## config.mk

```make
export PLATFORM = sky130hd
export DESIGN_NAME = iob_mul_shiftadd
export DESIGN_NICKNAME = d
export VERILOG_FILES = /design/src/rtl/iob_mul_shiftadd_pkg.sv /design/src/rtl/iob_mul_shiftadd_step.sv /design/src/rtl/iob_mul_shiftadd.sv
export SDC_FILE = /design/constraint.sdc
export NUM_CORES = 1
export LEC_CHECK = 0
export BUFFER_PORTS_ARGS = -buffer_cell sky130_fd_sc_hd__buf_4
export CORE_MARGIN = 3
export CORE_UTILIZATION = 50
export CTS_CLUSTER_DIAMETER = 100
export DETAILED_ROUTE_END_ITERATION = 8
export PLACE_DENSITY = 0.81
export SLEW_MARGIN = 10
export SYNTH_ARGS = -nofsm -noshare
export SYNTH_HDL_FRONTEND = slang
export SYNTH_SLANG_ARGS = --single-unit
```

## constraint.sdc

```tcl
create_clock -name clk_i -period 2.2 [get_ports clk_i]
set_input_delay 0.22 -clock clk_i [delete_from_list [all_inputs] [get_ports clk_i]]
set_output_delay 0.22 -clock clk_i [all_outputs]
set_load 0.02 [all_outputs]
```

## src/rtl/iob_mul_shiftadd_pkg.sv

```systemverilog
// Shared types for the shift-add multiplier.
// FSM encoding and counter sizing helper.
package iob_mul_shiftadd_pkg;

    typedef enum logic [1:0] {
        IDLE = 2'd0,
        BUSY = 2'd1,
        DONE = 2'd2
    } state_t;

    localparam int DEF_DATA_W = 8;

    // Counter must be able to hold the value DATA_W itself.
    function automatic int cnt_width(input int data_w);
        return $clog2(data_w + 1);
    endfunction

endpackage

```

## src/rtl/iob_mul_shiftadd_step.sv

```systemverilog
// One shift-add iteration: conditional add of mcand into the
// upper half, then shift the {acc_hi, shift_reg} pair right by one.
module iob_mul_shiftadd_step
    import iob_mul_shiftadd_pkg::*;
#(
    parameter int DATA_W = DEF_DATA_W
) (
    input  logic [DATA_W:0]   acc_hi,
    input  logic [DATA_W-1:0] shift_reg,
    input  logic [DATA_W-1:0] mcand,
    output logic [DATA_W:0]   acc_hi_nx,
    output logic [DATA_W-1:0] shift_reg_nx
);

    logic [DATA_W:0] addend;
    logic [DATA_W:0] sum;

    always_comb begin
        addend = shift_reg[0] ? {1'b0, mcand} : '0;
        sum    = acc_hi + addend;
        acc_hi_nx    = {1'b0, sum[DATA_W:1]};
        shift_reg_nx = {sum[0], shift_reg[DATA_W-1:1]};
    end

endmodule

```

## src/rtl/iob_mul_shiftadd.sv

```systemverilog
// Sequential unsigned shift-add multiplier, one multiplier bit
// per cycle, start/done handshake shared with the divider family.
module iob_mul_shiftadd
    import iob_mul_shiftadd_pkg::*;
#(
    parameter int DATA_W = DEF_DATA_W
) (
    input  logic                  clk_i,
    input  logic                  rst_i,
    input  logic                  cke_i,
    input  logic                  start_i,
    input  logic [DATA_W-1:0]     multiplicand_i,
    input  logic [DATA_W-1:0]     multiplier_i,
    output logic                  done_o,
    output logic [2*DATA_W-1:0]   product_o
);

    localparam int CNT_W = cnt_width(DATA_W);
    localparam logic [CNT_W-1:0] LAST = CNT_W'(DATA_W - 1);

    state_t                state_q, state_d;
    logic [CNT_W-1:0]      cnt_q, cnt_d;
    logic [DATA_W-1:0]     mcand_q, mcand_d;
    logic [DATA_W-1:0]     sreg_q, sreg_d;
    logic [DATA_W:0]       acc_q, acc_d;
    logic [2*DATA_W-1:0]   prod_q, prod_d;
    logic                  done_q, done_d;

    logic [DATA_W:0]       acc_nx;
    logic [DATA_W-1:0]     sreg_nx;

    iob_mul_shiftadd_step #(
        .DATA_W(DATA_W)
    ) u_step (
        .acc_hi       (acc_q),
        .shift_reg    (sreg_q),
        .mcand        (mcand_q),
        .acc_hi_nx    (acc_nx),
        .shift_reg_nx (sreg_nx)
    );

    always_comb begin
        state_d = state_q;
        cnt_d   = cnt_q;
        mcand_d = mcand_q;
        sreg_d  = sreg_q;
        acc_d   = acc_q;
        prod_d  = prod_q;
        done_d  = done_q;
        unique case (state_q)
            IDLE, DONE: begin
                if (start_i) begin
                    mcand_d = multiplicand_i;
                    sreg_d  = multiplier_i;
                    acc_d   = '0;
                    cnt_d   = '0;
                    done_d  = 1'b0;
                    state_d = BUSY;
                end
            end
            BUSY: begin
                acc_d  = acc_nx;
                sreg_d = sreg_nx;
                cnt_d  = cnt_q + CNT_W'(1);
                // Last iteration: publish the product only now.
                if (cnt_q == LAST) begin
                    prod_d  = {acc_nx[DATA_W-1:0], sreg_nx};
                    done_d  = 1'b1;
                    state_d = DONE;
                end
            end
            default: begin
                state_d = IDLE;
                done_d  = 1'b0;
            end
        endcase
    end

    always_ff @(posedge clk_i) begin
        if (rst_i) begin
            state_q <= IDLE;
            cnt_q   <= '0;
            mcand_q <= '0;
            sreg_q  <= '0;
            acc_q   <= '0;
            prod_q  <= '0;
            done_q  <= 1'b0;
        end else if (cke_i) begin
            state_q <= state_d;
            cnt_q   <= cnt_d;
            mcand_q <= mcand_d;
            sreg_q  <= sreg_d;
            acc_q   <= acc_d;
            prod_q  <= prod_d;
            done_q  <= done_d;
        end
    end

    assign done_o    = done_q;
    assign product_o = prod_q;

endmodule
```

==> run metrics <==
fin area 2620 um2; crit-path max FO 9; I/O Pins 37; capture point of the worst reg-to-reg path acc_q[5]$_SDFFE_PP0P_; core area 4090 um2; clock sink count 46; Die Area 5130 um2; clk slew on worst S/H paths 0.08 ns; synthesized net count 278; M3 GR Usage 0.0337; syn_area_per_cell 8.68 um2; VDD IR max 0.695 mV; crit path kind reg -> reg; slew margin rel. 0.652; slowest CP cell dfxtp_2; first-pass GRT wire length 7980 um; area delta synth->final 21.5%; Via density 5.56; Total GRT Usage 0.193; worst hold start multiplicand_i[5]; Rows 23; Worst Setup Start Kind register; Buffers & Inverters on Critical Path 0; Post-Route WL 4840 um; most area-hungry cell type in the Yosys netlist dfxtp_1; busiest layer in global routing met2; Hold EP mcand_q[5]$_SDFFE_PP0P_; power per cell area 678 nW/um2; Final Hold Fails 0; max incr delay on CP 0.36 ns; final worst slack 0.163 ns; WP data required 2.38 ns; Pleak 1.12 nW; met2 Use GR 0.313; Detail Placement HPWL 3320 um; antenna viol nets, final 0; Seq/Total Area, Yosys 0.428; Util after Layout 0.640; # setup viols final 0; Final Wtd Congestion 0.889; final worst path period need 2.04 ns; fillers 346; r2r worst-path depth 7; Post-synth EDFFs 0; Die X 71.6 um; Final Non-Filler Cells 334; Arr. time, crit path 2.22 ns; fin crit share 0.926; placed cell count 326; Clk Latency, worst-skew pair 0.30 ns; initial antenna violation count 0; synth unique cells 40; Antenna diodes 0; Power Total 1.77 mW; detailed-route wire length per cell 14.5 um; Clock Tree Buf Depth 2; clk root buf clkbuf_8; total CTS buffers 5; number of global-route vias before repair 1737; Initial Util 0.527; DRC Markers 0; FMAX 491 MHz; max-cap viol count 0; Hold Path Class in -> reg; crit-path leading delay family compound AO/OA/AOI/OAI gates; met1 Use GR 0.265; Yosys warnings 0; setup repair bufs after CTS 0; setup total negative slack 0 ns; H-tree levels 2; Yosys reg bits 46; cell count after synthesis 248; number of port buffers 36; Total Nets Final 313; mapped cell area 2150 um2; Final Max Tran Viols 0; Place WS 0.0237 ns; ranking of synthesized cells by area dfxtp_1, nand2_1, a21oi_1; share of cells above drive strength 1 0.194; Slew @ Worst Pin 0.521 ns; Iter 0 DRT Violations 153; asr flop ratio synth 0; TritonCTS clock tree built; Die H 71.6 um; Reg2Reg Setup Slack 0.16 ns; status completed; area fraction of the dominant cell type after synthesis 0.428; DRT Pass-1 Iters 5; Worst Hold Path Cells 3; RSZ-0062 raised after global routing false; Final Skew 0.00910 ns; R2R Path Start sreg_q[0]$_SDFFE_PP0P_; CP cell instances and2_1 > ha_1 > fa_2 > a21o_1 > a221oi_4 > xor2_1 > o21ai_0; Top FF cell, synth dfxtp_1; Crit. End Element register; placed cell areas 2450 um2; Fin Hold WS 0.169 ns; pin count of the biggest net entering global routing 53; total gr overflow 0; hold_buf cts 0; routed vias 1856
## power by group
part	internal, mW	switching [mW]
Combinational	0.0594	0.0752
Clock	0.484	0.281
Sequential	0.856	0.0183
## kinds of logic after synthesis
kind of cell             synth area share
AO/OA/AOI/OAI                       0.170
XOR/XNOR                           0.0203
adder cells (fa/ha/maj)            0.0616
buffers and inverters              0.0349
flip-flops                          0.428
multiplexers                       0.0372
AND/OR/NAND/NOR                     0.248
## synth_stat cells (4+ instances only)
cell and instances:
nand2_1 42, xor2_1 5, and2_1 8, nor2_1 19, nand2b_1 4, nand3_1 4
dfxtp_1 46, o21ai_0 5, nand3b_1 11, a211oi_1 9, ha_1 9, mux2i_1 8
a21oi_1 27, o211ai_1 4, clkbuf_1 7
## state kept, by name (all words and copies together), names as in the netlist
signal	cells
acc_q	8
cnt_q	4
done_o	1
mcand_q	8
product_o	16
sreg_q	8
state_q	1
## worst max-delay path by stage
stage                                      start  depth (start not counted)               endpoint  slack (ns)
after floorplan           sreg_q[0]$_SDFFE_PP0P_                          7  acc_q[5]$_SDFFE_PP0P_        0.22
after global placement    sreg_q[0]$_SDFFE_PP0P_                          7  acc_q[5]$_SDFFE_PP0P_        0.13
after detailed placement  sreg_q[0]$_SDFFE_PP0P_                          7  acc_q[5]$_SDFFE_PP0P_        0.02
after CTS                 sreg_q[0]$_SDFFE_PP0P_                          7  acc_q[5]$_SDFFE_PP0P_        0.02
after global routing      sreg_q[0]$_SDFFE_PP0P_                          7  acc_q[5]$_SDFFE_PP0P_        0.03
final                     sreg_q[0]$_SDFFE_PP0P_                          7  acc_q[5]$_SDFFE_PP0P_        0.16
## cells in the final DEF, fill, tap and decap left out, types with 2 or more instances in the layout
cell type,netlist,routed
o211ai_1,4,4
a21o_1,3,3
dfxtp_1,46,45
nor3_1,3,3
nand4_1,2,2
buf_4,1,41
mux2i_1,8,8
or4_1,2,2
xor2_1,5,5
nand2b_1,4,4
a22oi_1,3,3
and3b_1,3,3
nand3_1,4,4
ha_1,9,9
and2_1,8,8
nand2_1,42,42
a21oi_1,27,27
nand3b_1,11,11
nor2_1,19,19
or3_1,3,3
o311ai_1,2,2
o21ai_0,5,5
a211oi_1,9,9
bufinv_16,0,2
clkbuf_8,0,6
## what timing repair did
item | CTS | global route
hold endpoints to repair | 0 | 0
gates resized for setup | 0 | 4
endpoints found under the setup margin | 0 | 4
## cell type report
cell class / instances / area [um2] / area share
well taps: 50 / 62.6 / 0.0239
multi-input cells: 188 / 1180 / 0.450
clock buffers: 6 / 82.6 / 0.0316
flip-flops and latches: 46 / 922 / 0.353
clock inverters: 2 / 60.1 / 0.0230
inverters: 1 / 3.75 / 0.00144
repair buffers: 41 / 308 / 0.118
## worst min-delay path: stages
cell and delay [ns]:
buf_4 0.11, nand2_1 0.05, a21oi_1 0.05
## routing by layer
metal  vias up  share of wire
li1        948              -
met1       836           0.45
met2        60           0.48
met3        12          0.048
met4         0          0.018
met5         -              0
(Power assumes the default switching activity.)
